`config.mk`:
```
export PLATFORM = sky130hd
export DESIGN_NAME = alu_share_arbiter
export DESIGN_NICKNAME = d
export VERILOG_FILES = /design/src/rtl/alu_share_arbiter.sv
export SDC_FILE = /design/constraint.sdc
export NUM_CORES = 1
export LEC_CHECK = 0
export BUFFER_PORTS_ARGS = -buffer_cell sky130_fd_sc_hd__buf_2
export CAP_MARGIN = 20
export CORE_MARGIN = 5
export CORE_UTILIZATION = 44
export CTS_CLUSTER_DIAMETER = 200
export DETAILED_ROUTE_END_ITERATION = 8
export PLACE_DENSITY = 0.8
export SLEW_MARGIN = 10
export SYNTH_ARGS = -nofsm -noshare
export SYNTH_HDL_FRONTEND = slang
export SYNTH_SLANG_ARGS = --single-unit
```
`constraint.sdc`:
```
create_clock -name clk -period 1.95 [get_ports clk]
set_input_delay 0.2925 -clock clk [delete_from_list [all_inputs] [get_ports clk]]
set_output_delay 0.2925 -clock clk [all_outputs]
set_load 0.005 [all_outputs]
```
`src/rtl/alu_share_arbiter.sv`:
```
// ---------------------------------------------------------------------------
// alu_share_arbiter
//
// Shares one combinational 16-bit ALU between two requesters. A winner is
// picked inside the accept window, its operands/control are registered onto
// the ALU input ports, the ALU result and flags are captured one cycle later,
// and the captured result is returned on a valid/ready response channel.
// A condition-code register (ccr) holds the flags of the latest operation.
//
// Optional build macro:
//   ALU_SHARE_FIXED_PRIO_EN  - requester 0 always wins when both are valid
//                              (default: round-robin between the two).
// ---------------------------------------------------------------------------
module alu_share_arbiter #(
  parameter int DATA_W = 16,
  parameter int CTRL_W = 3,
  parameter int FLAG_W = 3
) (
  input  logic              clk,
  input  logic              rst_n,

  // Requester 0
  input  logic              req0_valid,
  output logic              req0_ready,
  input  logic [DATA_W-1:0] req0_in1,
  input  logic [DATA_W-1:0] req0_in2,
  input  logic [CTRL_W-1:0] req0_ctrl,

  // Requester 1
  input  logic              req1_valid,
  output logic              req1_ready,
  input  logic [DATA_W-1:0] req1_in1,
  input  logic [DATA_W-1:0] req1_in2,
  input  logic [CTRL_W-1:0] req1_ctrl,

  // Shared ALU
  output logic [DATA_W-1:0] alu_in1,
  output logic [DATA_W-1:0] alu_in2,
  output logic [CTRL_W-1:0] alu_ctrl,
  input  logic [DATA_W-1:0] alu_out,
  input  logic [FLAG_W-1:0] alu_flag,

  // Response channel
  output logic              rsp_valid,
  input  logic              rsp_ready,
  output logic              rsp_id,
  output logic [DATA_W-1:0] rsp_data,
  output logic [FLAG_W-1:0] rsp_flag,

  // Status
  output logic [FLAG_W-1:0] ccr,
  output logic              busy
);

  // -------------------------------------------------------------------------
  // State encoding
  // -------------------------------------------------------------------------
  localparam logic [1:0] S_IDLE = 2'd0;  // waiting for a request
  localparam logic [1:0] S_EXEC = 2'd1;  // operands on the ALU, result next edge
  localparam logic [1:0] S_RESP = 2'd2;  // response presented, waiting for ready

  // -------------------------------------------------------------------------
  // Registers
  // -------------------------------------------------------------------------
  logic [1:0]        r_state;
  logic              r_last_grant;   // requester granted most recently
  logic              r_op_id;        // owner of the operation on the ALU

  logic [DATA_W-1:0] r_alu_in1;
  logic [DATA_W-1:0] r_alu_in2;
  logic [CTRL_W-1:0] r_alu_ctrl;

  logic              r_rsp_valid;
  logic              r_rsp_id;
  logic [DATA_W-1:0] r_rsp_data;
  logic [FLAG_W-1:0] r_rsp_flag;
  logic [FLAG_W-1:0] r_ccr;

  // -------------------------------------------------------------------------
  // Combinational control
  // -------------------------------------------------------------------------
  logic              w_accept_window;  // a new request may be taken this cycle
  logic              w_any_req;
  logic              w_grant_id;       // winner if a request is taken
  logic              w_accept;         // a request is taken on the next edge
  logic [DATA_W-1:0] w_win_in1;
  logic [DATA_W-1:0] w_win_in2;
  logic [CTRL_W-1:0] w_win_ctrl;

  // A new request fits when idle, or when the pending response leaves this
  // very cycle, which gives back-to-back operations every two cycles.
  assign w_accept_window = (r_state == S_IDLE) ||
                           ((r_state == S_RESP) && rsp_ready);
  assign w_any_req       = req0_valid || req1_valid;
  assign w_accept        = w_accept_window && w_any_req;

  // Pick the winner among the valid requesters.
  always_comb begin
    // NOTE: every always_comb output gets a default first so no path leaves
    // it unassigned, which would otherwise infer a latch.
    w_grant_id = 1'b0;
    if (req0_valid && req1_valid) begin
`ifdef ALU_SHARE_FIXED_PRIO_EN
      w_grant_id = 1'b0;
`else
      w_grant_id = ~r_last_grant;
`endif
    end else if (req1_valid) begin
      w_grant_id = 1'b1;
    end
  end

  // Steer the winner's operands and control toward the ALU input registers.
  always_comb begin
    w_win_in1  = req0_in1;
    w_win_in2  = req0_in2;
    w_win_ctrl = req0_ctrl;
    if (w_grant_id) begin
      w_win_in1  = req1_in1;
      w_win_in2  = req1_in2;
      w_win_ctrl = req1_ctrl;
    end
  end

  // Ready goes only to the winner and only inside the accept window, so at
  // most one requester sees ready in any cycle.
  assign req0_ready = w_accept_window && req0_valid && !w_grant_id;
  assign req1_ready = w_accept_window && req1_valid &&  w_grant_id;

  // -------------------------------------------------------------------------
  // Sequential logic
  // -------------------------------------------------------------------------

  // Control FSM: IDLE -> EXEC -> RESP -> (IDLE | EXEC).
  always_ff @(posedge clk or negedge rst_n) begin
    if (!rst_n) begin
      // NOTE: sequential state is written with non-blocking assignments so
      // every register samples pre-edge values regardless of block order.
      r_state <= S_IDLE;
    end else begin
      case (r_state)
        S_IDLE: begin
          if (w_accept) r_state <= S_EXEC;
        end
        S_EXEC: begin
          r_state <= S_RESP;
        end
        S_RESP: begin
          if (rsp_ready) r_state <= w_accept ? S_EXEC : S_IDLE;
        end
        default: begin
          r_state <= S_IDLE;
        end
      endcase
    end
  end

  // Load the granted request onto the ALU ports and remember its owner.
  always_ff @(posedge clk or negedge rst_n) begin
    if (!rst_n) begin
      // NOTE: the ALU operand registers are visible ports, so they are reset
      // to a known zero rather than left to power-up contents.
      r_alu_in1    <= '0;
      r_alu_in2    <= '0;
      r_alu_ctrl   <= '0;
      r_op_id      <= 1'b0;
      r_last_grant <= 1'b1;
    end else if (w_accept) begin
      r_alu_in1    <= w_win_in1;
      r_alu_in2    <= w_win_in2;
      r_alu_ctrl   <= w_win_ctrl;
      r_op_id      <= w_grant_id;
      r_last_grant <= w_grant_id;
    end
  end

  // Capture the ALU result and flags at the end of EXEC; hold under backpressure.
  always_ff @(posedge clk or negedge rst_n) begin
    if (!rst_n) begin
      r_rsp_data <= '0;
      r_rsp_flag <= '0;
      r_rsp_id   <= 1'b0;
      r_ccr      <= '0;
    end else if (r_state == S_EXEC) begin
      r_rsp_data <= alu_out;
      r_rsp_flag <= alu_flag;
      r_rsp_id   <= r_op_id;
      r_ccr      <= alu_flag;
    end
  end

  // Response valid: raised by the capture, dropped when the consumer takes it.
  always_ff @(posedge clk or negedge rst_n) begin
    if (!rst_n) begin
      r_rsp_valid <= 1'b0;
    end else if (r_state == S_EXEC) begin
      r_rsp_valid <= 1'b1;
    end else if ((r_state == S_RESP) && rsp_ready) begin
      r_rsp_valid <= 1'b0;
    end
  end

  // -------------------------------------------------------------------------
  // Outputs
  // -------------------------------------------------------------------------
  assign alu_in1   = r_alu_in1;
  assign alu_in2   = r_alu_in2;
  assign alu_ctrl  = r_alu_ctrl;
  assign rsp_valid = r_rsp_valid;
  assign rsp_id    = r_rsp_id;
  assign rsp_data  = r_rsp_data;
  assign rsp_flag  = r_rsp_flag;
  assign ccr       = r_ccr;
  assign busy      = (r_state != S_IDLE);

endmodule

```
Yosys cells after proc, flatten, opt, wreduce, memory -nomap -nowiden
Index checks and enable logic that the tools add are counted.
{"block": "op_classes", "n_eq_ne": 4, "n_mux": 11, "n_bitwise": 1, "n_reduce_logical": 14}
{"operator": "two-way mux 16 bit", "count": 2}
{"operator": "logical AND 1 bit", "count": 7}
{"operator": "case mux 2 bit (3 select lines)", "count": 1}
{"operator": "two-way mux 1 bit", "count": 5}
{"operator": "two-way mux 2 bit", "count": 2}
{"operator": "!= test 2 bit, second input constant", "count": 2}
{"operator": "nonzero test 2 bit", "count": 2}
{"operator": "two-way mux 3 bit", "count": 1}
{"operator": "equality test 2 x 1 -> 1 bit, second input constant", "count": 1}
{"operator": "equality test 2 bit, second input constant", "count": 1}
{"operator": "logical NOT 2 bit", "count": 1}
{"operator": "logical OR 1 bit", "count": 2}
{"operator": "AND reduction 2 bit", "count": 1}
{"operator": "logical NOT 1 bit", "count": 1}
{"operator": "inverter 1 bit", "count": 1}
{"block": "word_totals", "regBits": 60, "input_bits": 94, "out_inout_bits": 62, "elab_cells": 40}

Longest topological paths before layout
Gate-level depths: netlist of the first run.
{"block": "depth", "depth_word": 7, "mapped_depth": 6, "depth_no_buf": 3}

Worst setup path before layout of the first run
No wires, ideal clock.
{"block": "synth_timing", "path_kind": "register to output", "from": "reg r_last_grant", "to": "out req1_ready", "t_arrival_ps": 1188, "setup_slack_ps": 470, "stages_incl_launch_ff": 6, "n_path_buf": 2, "path_cell_list": "dfstp_2 buf_2 clkbuf_1 nand2_1 nand3_1 inv_1"}
{"block": "synth_between", "elab_chain_len": 3}
{"element": "start: declaration", "line": "66", "source": "logic r_last_grant;"}
{"element": "start signal: assignment", "line": "173", "source": "r_last_grant <= w_grant_id;"}
{"element": "inverter 1 bit", "line": "106", "source": "w_grant_id = ~r_last_grant;"}
{"element": "two-way mux 1 bit", "line": "102", "source": "if (req0_valid && req1_valid) begin"}
{"element": "logical AND 1 bit", "line": "128", "source": "assign req1_ready = w_accept_window && req1_valid && w_grant_id;"}
{"element": "end: declaration", "line": "31", "source": "output logic req1_ready,"}
Every way passes these cells.

Final worst setup path of the first run
Ends and elaborated chain as after synthesis.

==> results of run 1 <==
-- synth_stat cells --
| cell type | n |
|---|---|
| nor3_1 | 1 |
| nand2b_2 | 1 |
| or2_2 | 1 |
| nor2b_4 | 1 |
| nand4b_4 | 1 |
| buf_1 | 2 |
| o221a_1 | 3 |
| buf_2 | 14 |
| buf_4 | 5 |
| o221a_2 | 32 |
| a21oi_1 | 37 |
| nor3_4 | 1 |
| mux2_2 | 20 |
| nor2_1 | 3 |
| buf_6 | 3 |
| nand3_1 | 36 |
| nand2b_1 | 1 |
| nor2b_1 | 2 |
| dfrtp_1 | 59 |
| o21bai_1 | 1 |
| nand2_1 | 1 |
| dfstp_2 | 1 |
| inv_1 | 4 |
| o21ai_0 | 2 |
| clkbuf_1 | 4 |
-- flip-flops by register name, summed over array words and instances, names as in the netlist, 2 cells and up --
name,cells
r_state,2
alu_ctrl,3
rsp_data,16
alu_in1,16
ccr,3
alu_in2,16
-- critical path, delay by kind of cell, from the launching register on --
kind / cells / cell delay [ns]
DFF: 1 / 0.53
and+or+nand+nor: 2 / 0.22
buffers and inverters: 3 / 0.41
-- area by class of cell --
| cell class | count | share of cell area, % |
|---|---|---|
| clock inverter | 4 | 1.242 |
| sequential | 60 | 39.25 |
| timing repair buffer | 167 | 23.43 |
| tap | 77 | 2.516 |
| multi-input combinational | 144 | 29.12 |
| inverter | 4 | 0.3922 |
| clock buffer | 12 | 4.052 |
-- cell families after synthesis --
| kind of cell | count (synthesis) |
|---|---|
| buffers and inverters | 32 |
| flip-flops | 60 |
| AND/OR/NAND/NOR | 49 |
| AO/OA/AOI/OAI | 75 |
| multiplexers | 20 |
-- per-stage QoR --
step	hold slack (ns)	util (%)	cells	cell area, sq um
2_1_floorplan	-0.003091	-	236	2791
6_report	0.1908	60.99	468	3829
3_3_place_gp	0.1735	57.54	451	3612
3_5_place_dp	0.1776	57.54	451	3612
5_1_grt	0.1690	60.99	468	3829
4_1_cts	0.1746	60.93	468	3825
-- timing repair --
action,in CTS,in global routing
hold buffers,1,0
endpoints found under the hold margin,7,0
endpoints found under the setup margin,0,1
gates resized for setup,0,1
-- worst max-delay path by stage --
stage                       startpoint          to  slack (ns)
after floorplan           r_last_grant  req1_ready        0.47
after global placement       rsp_ready  alu_in1[0]        0.40
after detailed placement     rsp_ready  alu_in2[3]        0.35
after CTS                 r_last_grant  req1_ready        0.07
after global routing        r_state[1]  req0_ready        0.02
final                     r_last_grant  req1_ready        0.16
-- power by group --
part / leakage, nW / internal (W) / total, W / switching [W]
clock: 0.102 / 0.000656 / 0.00113 / 0.000474
sequential: 0.676 / 0.00187 / 0.00223 / 0.000361
combinational: 1.02 / 0.00131 / 0.00238 / 0.00107
total: 1.80 / 0.00383 / 0.00573 / 0.00191
-- metal layers --
metal	track usage [%]	routed length, um	vias to the layer above
met5	0	0	-
met4	8.254	135	0
met3	6.204	759	11
met2	31.32	3671	105
met1	24.36	3132	1182
li1	-	-	1191
==> summary.txt, run 1 <==
Synthesis
  • Synth area leader: dfrtp_1
  • XOR/XNOR Fraction of Synth Area: 0%
  • Synth Area in Simple Gates: 10.31%
  • Combinational family with the most area after synthesis: compound AO/OA/AOI/OAI gates
  • Post-synth top area share: 52.89%
  • Cell Area, Synth: 2791 sq um
  • Post-synthesis register bit count: 60
  • Cells after Synth: 236
  • Sequential fraction of the synthesis area: 53.83%
  • Post-Syn Area per Cell: 11.83 sq um
  • Adder-Cell Fraction of Synth Area: 0%
  • Mux cell area share after synthesis: 8.068%
  • Post-synthesis compound-gate area fraction: 21.38%
  • Syn nets: 330
  • Post-synth cell types: 25
  • Syn. warnings: 0
  • Top cells by area, synth: dfrtp_1 (53%), o221a_2 (13%), mux2_2 (8.1%)

GRT
  • Largest net degree at the start of global routing: 38
  • Number of global-route vias before repair: 2,484
  • Initial antenna violation count: 0
  • Gr usage total: 19.54%
  • Grt total ovfl: 0
  • First-pass GRT wire length: 11,870 um

Pwr
  • PD cells: 1498 nW/um^2
  • Leakage Power: 1.797 nW
  • Pwr Total: 0.005734 W
  • Worst vdd ir: 967.9 uV

Final layout
  • Share of post-route cells with drive strength above 1: 61.64%
  • Multi-input gate area: 1115 sq um
  • Diode count: 0
  • Layout Nets: 480
  • Area grow syn2layout: 37.16%
  • Most frequent cells in the layout: buf_2 (155), dfrtp_1 (59), a21oi_1 (37), nand3_1 (36), o221a_2 (32)
  • Most common cell after layout, fill and taps aside: buf_2
  • Fillers: 539
  • FF+latch area: 1503 sq um

STA
  • Max Slew Vio Count: 0
  • RSZ-0062 raised after global routing: no
  • Fmax: 0.5598 GHz
  • Post-route setup TNS: 0 ns
  • Clock skew: 0.008540 ns
  • Slew @ Worst Pin: 0.3188 ns
  • Slew Limit Headroom: 78.75%
  • Worst Slack Setup Final: 0.1635 ns
  • Post-layout min period: 1.787 ns
  • Period utilisation layout: 91.62%
  • Hold Vio Cnt, Final: 0
  • Final setup viols: 0

Place
  • Gpl congestion: 0.7984
  • PortBufs: 155
  • HPWL reported at the end of detailed placement: 5704 um
  • Post-Place Setup Slack: 0.3496 ns

Setup path
  • Path depth of the worst reg2reg path: 4
  • Crit path kind: register to primary output
  • Crit-path slowest cell: dfstp_2
  • Max stage delay on crit path: 0.53 ns
  • Critical R2R Capture: alu_in2[11]
  • CP Capture Type: primary output
  • Critical-path cell list: buf_6 -> nand2_1 -> nand3_1 -> inv_1 -> buf_2
  • Worst EP arrival: 1.49 ns
  • Worst-path maximum fanout: 37
  • Worst R2R Setup Slack: 0.40 ns
  • RR Startpoint: r_state[1]
  • Worst path required time: 1.66 ns
  • Nature of the critical path startpoint: register

Worst hold path
  • Hold_sp: alu_out[11]
  • Worst Hold Path Cells: 2
  • Hold WC Path Type: primary input to register
  • Hold Crit Endpoint: rsp_data[11]

Routing
  • Drt first pass iters: 4
  • Antenna viol nets, final: 0
  • DR vias: 2,489
  • Post-Route WL: 7699 um
  • WL per Instance: 16.45 um
  • Vias per std cell: 5.318
  • DRC Markers: 0
  • Iteration-0 DRC Markers: 107

Die
  • Full die area: 8037 sq um
  • Initial Utilization: 44.47%
  • Die X: 89.65 um
  • Row Count: 29
  • Die Y: 89.65 um
  • Core area: 6277 sq um
  • Top Ports: 156

Run status
  • Run status: finished clean

Flow run
  • Max cap viols: 0

CTS
  • CTS tree: yes
  • Setup Fix Bufs, Post-CTS: 0
  • H-Tree Level Count: 3
  • Clk_lat worst skew: 0.33 ns
  • Clk Tree Root Cell: clkbuf_8
  • Clock Sinks: 60
  • Clk slew on worst S/H paths: 0.07 ns
  • CTS buffer count: 9
  • Max Buffers Root-to-Sink: 2
Power figures use the tool's default switching activity.
==> inputs of run 2 (changes only) <==
--- a/config.mk
+++ b/config.mk
@@ -11,6 +11,7 @@
 export CORE_UTILIZATION = 44
 export CTS_CLUSTER_DIAMETER = 200
 export DETAILED_ROUTE_END_ITERATION = 8
+export MAX_ROUTING_LAYER = met4
 export PLACE_DENSITY = 0.8
 export SLEW_MARGIN = 10
 export SYNTH_ARGS = -nofsm -noshare
==> run 2 against run 1 <==
Non-clock buffer count unchanged. Worst hold slack about the same. Utilization unchanged. Sequential share of layout area unchanged. Final area unchanged. Die area unchanged. Combinational power about the same. Via count up 0.60%. Sequential power about the same. First-iteration DRC count up 3.7%. Largest cell class unchanged. Largest power group unchanged.
==> summary.txt, run 2 (same netlist as run 1, synthesis figures left out) <==
GRT
  • First-pass GRT wire length: 11,870 um (about the same)
  • Number of global-route vias before repair: 2,484 (unchanged)
  • Grt total ovfl: 0 (unchanged)
  • Gr usage total: 20.10% (was 19.54%)
  • Largest net degree at the start of global routing: 38 (unchanged)
  • Initial antenna violation count: 0 (unchanged)

Die
  • Row Count: 29 (unchanged)
  • Full die area: 8037 sq um (unchanged)
  • Core area: 6277 sq um (unchanged)
  • Initial Utilization: 44.47% (unchanged)
  • Die Y: 89.65 um (unchanged)
  • Die X: 89.65 um (unchanged)
  • Top Ports: 156 (unchanged)

Final layout
  • Final Util: 60.99% (unchanged)
  • Design Area, Final: 3829 sq um (unchanged)
  • Non-filler instance count after layout: 468 (unchanged)
  • Diode count: 0 (unchanged)
  • Fillers: 539 (unchanged)
  • Share of post-route cells with drive strength above 1: 61.64% (unchanged)
  • Most common cell after layout, fill and taps aside: buf_2 (unchanged)
  • Most frequent cells in the layout: buf_2 (155), dfrtp_1 (59), a21oi_1 (37), nand3_1 (36), o221a_2 (32) (unchanged)
  • Area grow syn2layout: 37.16% (unchanged)
  • Layout Nets: 480 (unchanged)
  • Multi-input gate area: 1115 sq um (unchanged)
  • FF+latch area: 1503 sq um (unchanged)

Routing
  • DRC Markers: 0 (unchanged)
  • DR vias: 2,504 (was 2,489)
  • Post-Route WL: 7680 um (was 7699 um)
  • Iteration-0 DRC Markers: 111 (was 107)
  • Vias per std cell: 5.350 (was 5.318)
  • Antenna viol nets, final: 0 (unchanged)
  • WL per Instance: 16.41 um (was 16.45 um)
  • Drt first pass iters: 4 (unchanged)

Setup path
  • Crit path kind: register to primary output (unchanged)
  • Worst EP arrival: 1.49 ns (about the same)
  • Worst R2R Setup Slack: 0.40 ns (about the same)
  • CP Capture Type: primary output (unchanged)
  • Worst-path maximum fanout: 37 (unchanged)
  • Path depth of the worst reg2reg path: 4 (unchanged)
  • RR Startpoint: r_state[1] (unchanged)
  • Worst Setup SP: r_last_grant (unchanged)
  • Worst path required time: 1.66 ns (about the same)
  • Critical R2R Capture: alu_in2[11] (unchanged)
  • CP endpoint: req1_ready (unchanged)
  • Nature of the critical path startpoint: register (unchanged)

CTS
  • Clk_lat worst skew: 0.33 ns (about the same)
  • CTS tree: yes (unchanged)
  • Clock Sinks: 60 (unchanged)
  • H-Tree Level Count: 3 (unchanged)
  • Max Buffers Root-to-Sink: 2 (unchanged)
  • Clk Tree Root Cell: clkbuf_8 (unchanged)
  • Clk slew on worst S/H paths: 0.07 ns (about the same)
  • CTS buffer count: 9 (unchanged)

Pwr
  • PD cells: 1497 nW/um^2 (was 1498 nW/um^2)
  • Clk pwr share: 19.7% (about the same)
  • Worst vdd ir: 966.7 uV (was 967.9 uV)
  • Combinational share of power: 41.5% (was 41.4%)
  • Leakage Power: 1.797 nW (unchanged)
  • Reg power frac: 38.8% (was 38.9%)
  • P_sw: 0.001903 W (was 0.001905 W)
  • Internal: 0.003829 W (about the same)
  • Switch share: 33.20% (was 33.23%)
  • Pwr Total: 0.005732 W (was 0.005734 W)

STA
  • Fmax: 0.5600 GHz (was 0.5598 GHz)
  • Post-layout min period: 1.786 ns (was 1.787 ns)
  • Max Slew Vio Count: 0 (unchanged)
  • Clock skew: 0.005295 ns (was 0.008540 ns)
  • Slew Limit Headroom: 78.83% (was 78.75%)
  • Period utilisation layout: 91.57% (was 91.62%)
  • Hold Vio Cnt, Final: 0 (unchanged)
  • RSZ-0062 raised after global routing: no (unchanged)
  • Final setup viols: 0 (unchanged)
  • Post-route setup TNS: 0 ns (unchanged)
  • Slew @ Worst Pin: 0.3176 ns (was 0.3188 ns)

Run status
  • Run status: finished clean (unchanged)

Flow run
  • Max cap viols: 0 (unchanged)

Place
  • HPWL reported at the end of detailed placement: 5704 um (unchanged)
  • Post-Place Cells: 451 (unchanged)
  • PortBufs: 155 (unchanged)
  • Gpl congestion: 0.8098 (was 0.7984)
  • Area after DPL: 3612 sq um (unchanged)

Worst hold path
  • Hold WC Path Type: primary input to register (unchanged)
-- run 2: metrics by stage --
| stage | setup slack, ns | hold WS [ns] |
|---|---|---|
| 4_1_cts | 0.06747 | 0.1746 |
| 3_3_place_gp | 0.3976 | 0.1735 |
| 2_1_floorplan | 0.4697 | -0.003091 |
| 5_1_grt | 0.02705 | 0.1749 |
| 3_5_place_dp | 0.3496 | 0.1776 |
| 6_report | 0.1644 | 0.1910 |
-- run 2: what timing repair did --
action	CTS	global route
endpoints found under the hold margin	7	0
hold buffers	1	0
buffers inserted	0	0
resized for setup	0	1
setup endpoints to repair	0	1
-- run 2: layout make-up --
| class | count | share of cell area, % |
|---|---|---|
| Multi-Input combinational cell | 144 | 29.12 |
| Inverter | 4 | 0.3922 |
| Timing Repair Buffer | 167 | 23.43 |
| Clock buffer | 12 | 4.052 |
| Sequential cell | 60 | 39.25 |
| Tap cell | 77 | 2.516 |
| Clock inverter | 4 | 1.242 |
-- run 2: how the worst min path moves through the flow --
stage | to | start | depth (start not counted) | slack, ns
floorplan | alu_ctrl[0] | rst_n | 0 | -0.003
global placement | alu_in2[4] | rst_n | 1 | 0.17
detailed placement | alu_in2[4] | rst_n | 1 | 0.18
CTS | rsp_data[10] | alu_out[10] | 2 | 0.17
global route | rsp_data[7] | alu_out[7] | 2 | 0.17
finish | rsp_data[11] | alu_out[11] | 2 | 0.19
-- run 2: power groups by stage --
stage	sequential, W	clock [W]	combinational (W)
floorplan	0.00224	0	0.00143
global placement	0.00222	0	0.00233
detailed placement	0.00224	0	0.00240
CTS	0.00223	0.00116	0.00240
global route	0.00230	0.00121	0.00263
finish	0.00223	0.00113	0.00238
-- run 2: per-layer routing --
metal  routed length (um)  vias to the layer above  GRT usage (%)
met1                 3118                     1197          24.77
met4                  144                        0          9.878
met5                    0                        -              -
met3                  683                       14          4.288
met2                 3732                      104          31.32
li1                     -                     1189              -
-- run 2: critical path, cell delays in order (launching register included) --
cell     delay, ns
dfstp_2       0.53
buf_6         0.25
nand2_1       0.11
nand3_1       0.11
inv_1         0.04
buf_2         0.12
==> inputs of run 3 (changes only) <==
--- a/config.mk
+++ b/config.mk
@@ -5,14 +5,15 @@
 export SDC_FILE = /design/constraint.sdc
 export NUM_CORES = 1
 export LEC_CHECK = 0
+export ABC_AREA = 1
 export BUFFER_PORTS_ARGS = -buffer_cell sky130_fd_sc_hd__buf_2
 export CAP_MARGIN = 20
 export CORE_MARGIN = 5
-export CORE_UTILIZATION = 44
+export CORE_UTILIZATION = 45
 export CTS_CLUSTER_DIAMETER = 200
 export DETAILED_ROUTE_END_ITERATION = 8
 export MAX_ROUTING_LAYER = met4
-export PLACE_DENSITY = 0.8
+export PLACE_DENSITY = 0.81
 export SLEW_MARGIN = 10
 export SYNTH_ARGS = -nofsm -noshare
 export SYNTH_HDL_FRONTEND = slang
==> run 3 against run 2 <==
Global-route usage decreased by 0.72 points. Worst hold slack got worse by 0.023 ns. Clock skew rose by 0.0022 ns. Critical path depth grew 1. First-iteration DRC count shrank 1.8%. Total power shrank 8.7%. Utilization shrank 0.24 points. Via count is 15% higher. Non-clock buffer count decreased by 5. Register-to-register slack about the same. Sequential cell count did not move. Critical endpoint unchanged.
==> summary.txt, run 3 <==
Final layout
  • Most common cell after layout, fill and taps aside: nand2_1 (was buf_2)
  • Share of post-route cells with drive strength above 1: 33.96% (was 61.64%)
  • Most frequent cells in the layout: nand2_1 (243), buf_2 (155), dfrtp_1 (59), nand3_1 (36), clkbuf_8 (12) (was buf_2 (155), dfrtp_1 (59), a21oi_1 (37), nand3_1 (36), o221a_2 (32))
  • Design Area, Final: 3814 sq um (was 3829 sq um)
  • Fillers: 586 (was 539)
  • Diode count: 0 (unchanged)
  • Area grow syn2layout: 33.28% (was 37.16%)
  • Layout Nets: 625 (was 480)
  • Non-filler instance count after layout: 613 (was 468)

Synthesis
  • Ys async rst share: 100.0% (unchanged)
  • Post-Syn Area per Cell: 7.510 sq um (was 11.83 sq um)
  • Post-synth top area share: 51.60% (was 52.89%)
  • Syn nets: 475 (was 330)
  • Main synth FF type: dfrtp_1 (unchanged)
  • Post-synthesis register bit count: 60 (unchanged)
  • Top cells by area, synth: dfrtp_1 (52%), nand2_1 (32%), nand3_1 (6.3%) (was dfrtp_1 (53%), o221a_2 (13%), mux2_2 (8.1%))
  • Most instantiated library cell after synthesis: nand2_1 (was dfrtp_1)
  • Top post-synthesis cells by count: nand2_1 (243), dfrtp_1 (59), nand3_1 (36), buf_4 (10), buf_2 (8) (was dfrtp_1 (59), a21oi_1 (37), nand3_1 (36), o221a_2 (32), mux2_2 (20))
  • Syn. warnings: 0 (unchanged)
  • Post-synth EDFFs: 0 (unchanged)
  • Sequential fraction of the synthesis area: 52.51% (was 53.83%)
  • Post-synth cell types: 17 (was 25)
  • Cell Area, Synth: 2861 sq um (was 2791 sq um)
  • Synth area leader: dfrtp_1 (unchanged)
  • Cells after Synth: 381 (was 236)

STA
  • Post-layout min period: 1.769 ns (was 1.786 ns)
  • Final setup viols: 0 (unchanged)
  • Max Slew Vio Count: 0 (unchanged)
  • Slew Limit Headroom: 47.86% (was 78.83%)
  • Post-route setup TNS: 0 ns (unchanged)
  • Hold Vio Cnt, Final: 0 (unchanged)
  • Slew @ Worst Pin: 0.7802 ns (was 0.3176 ns)
  • Worst Slack Setup Final: 0.1811 ns (was 0.1644 ns)
  • Clock skew: 0.007528 ns (was 0.005295 ns)
  • Period utilisation layout: 90.71% (was 91.57%)
  • RSZ-0062 raised after global routing: no (unchanged)
  • Fmax: 0.5653 GHz (was 0.5600 GHz)
  • Hold_ws: 0.1685 ns (was 0.1910 ns)

Place
  • Gpl congestion: 0.7836 (was 0.8098)
  • Post-Place Cells: 596 (was 451)
  • Area after DPL: 3622 sq um (was 3612 sq um)
  • PortBufs: 155 (unchanged)
  • Post-Place Setup Slack: 0.3862 ns (was 0.3496 ns)
  • HPWL reported at the end of detailed placement: 5673 um (was 5704 um)

Setup path
  • CP bufs+invs: 3 (unchanged)
  • Worst R2R Setup Slack: 0.40 ns (about the same)
  • Critical-path cell list: nand2_2 -> nand2_4 -> inv_1 -> nand2_1 -> inv_1 -> buf_2 (was buf_6 -> nand2_1 -> nand3_1 -> inv_1 -> buf_2)
  • Worst-path maximum fanout: 17 (was 37)
  • CP delay by family, top: flip-flops (unchanged)
  • Nature of the critical path startpoint: register (unchanged)
  • Max stage delay on crit path: 0.54 ns (was 0.53 ns)
  • Crit-path slowest cell: dfstp_2 (unchanged)
  • Worst EP arrival: 1.48 ns (was 1.49 ns)
  • Worst Setup SP: r_last_grant (unchanged)
  • Worst path required time: 1.66 ns (about the same)
  • RR Startpoint: r_state[0] (was r_state[1])
  • Crit path kind: register to primary output (unchanged)
  • Most used cell, CP: inv_1
  • CP Capture Type: primary output (unchanged)

Die
  • Full die area: 8053 sq um (was 8037 sq um)
  • Initial Utilization: 45.59% (was 44.47%)
  • Row Count: 29 (unchanged)
  • Core area: 6277 sq um (unchanged)
  • Die X: 89.74 um (was 89.65 um)
  • Die Y: 89.74 um (was 89.65 um)
  • Top Ports: 156 (unchanged)

GRT
  • Largest net degree at the start of global routing: 38 (unchanged)
  • Number of global-route vias before repair: 2,804 (was 2,484)
  • First-pass GRT wire length: 12,680 um (was 11,870 um)
  • Gr usage total: 19.38% (was 20.10%)
  • Grt total ovfl: 0 (unchanged)
  • Initial antenna violation count: 0 (unchanged)

CTS
  • H-Tree Level Count: 3 (unchanged)
  • CTS tree: yes (unchanged)
  • Clk_lat worst skew: 0.32 ns (was 0.33 ns)
  • Max Buffers Root-to-Sink: 2 (unchanged)
  • Post_cts resized: 0 (unchanged)
  • Clock Sinks: 60 (unchanged)
  • Setup Fix Bufs, Post-CTS: 0 (unchanged)
  • Clk slew on worst S/H paths: 0.06 ns (was 0.07 ns)
  • Hold_buf cts: 1 (unchanged)
  • Clk Tree Root Cell: clkbuf_8 (unchanged)
  • CTS buffer count: 9 (unchanged)

Flow run
  • Max cap viols: 0 (unchanged)

Run status
  • Run status: finished clean (unchanged)

Routing
  • Antenna viol nets, final: 0 (unchanged)
  • Vias per std cell: 4.701 (was 5.350)
  • DRC Markers: 0 (unchanged)
  • Post-Route WL: 7636 um (was 7680 um)
  • WL per Instance: 12.46 um (was 16.41 um)
  • Drt first pass iters: 4 (unchanged)
  • Iteration-0 DRC Markers: 109 (was 111)
  • DR vias: 2,882 (was 2,504)

Pwr
  • Clk pwr share: 19.2% (was 19.7%)
  • Combinational share of power: 39.4% (was 41.5%)
  • PD cells: 1373 nW/um^2 (was 1497 nW/um^2)
  • Switch share: 37.43% (was 33.20%)
  • P_sw: 0.001960 W (was 0.001903 W)
  • Worst vdd ir: 641.2 uV (was 966.7 uV)
  • Leakage Power: 2.370 nW (was 1.797 nW)
  • Reg power frac: 41.4% (was 38.8%)
  • Internal: 0.003276 W (was 0.003829 W)

Worst hold path
  • Hold_sp: alu_out[6] (was alu_out[11])
  • Hold WC Path Type: primary input to register (unchanged)
==> run 3: worst reg2reg max path, delay by kind of cell (launching register included) <==
kind,cells,cell delay (ns)
AND/OR/NAND/NOR,3,0.85
flip-flops,1,0.41
AO/OA/AOI/OAI,1,0.14
buffers and inverters,1,0.09
==> run 3: logic make-up after synthesis <==
kind of cell	Yosys count	share of synthesized area [%]
flops	60	52.51
compound gates	3	0.5246
simple gates	288	40.58
buf+inv	30	6.384
==> run 3: per-layer routing <==
metal	part of all wire [%]	wire length, um	track usage (%)	vias to the layer above
met2	51	3867	32.87	105
li1	-	-	-	1463
met4	2.0	149	8.312	0
met1	39	3006	21.25	1299
met5	0	0	-	-
met3	8.0	613	5.342	15
==> run 3: worst paths after layout <==
| check | to | cells past startpoint |
|---|---|---|
| min reg2reg | r_op_id | 2 |
| max in group asynchronous | alu_in1[10] | 3 |
| max | req1_ready | 6 |
| max reg2reg | alu_in2[13] | 5 |
| min | rsp_data[6] | 3 |
| min in group asynchronous | alu_in2[1] | 2 |
==> run 3: power by group through the flow <==
stage / registers [W] / clock network, W / logic [W]
floorplan: 0.00222 / 0 / 0.00118
global placement: 0.00217 / 0 / 0.00204
detailed placement: 0.00218 / 0 / 0.00212
CTS: 0.00217 / 0.00103 / 0.00212
global route: 0.00225 / 0.00108 / 0.00237
finish: 0.00217 / 0.00100 / 0.00206
==> run 3: metrics by stage <==
stage	power [W]	util (%)
CTS	0.005316	60.75
floorplan	0.003398	-
global route	0.005699	60.75
detailed placement	0.004295	57.70
global placement	0.004211	57.70
finish	0.005236	60.75
==> run 3: final cells by class <==
cell class / instances / area (sq um) / area share, %
clock buffer: 15 / 176.4 / 4.626
tap: 77 / 96.34 / 2.526
clock inverter: 1 / 5.005 / 0.1312
multi-input combinational: 291 / 1176 / 30.84
inverter: 7 / 26.28 / 0.6890
timing repair buffer: 162 / 830.8 / 21.78
sequential: 60 / 1503 / 39.40
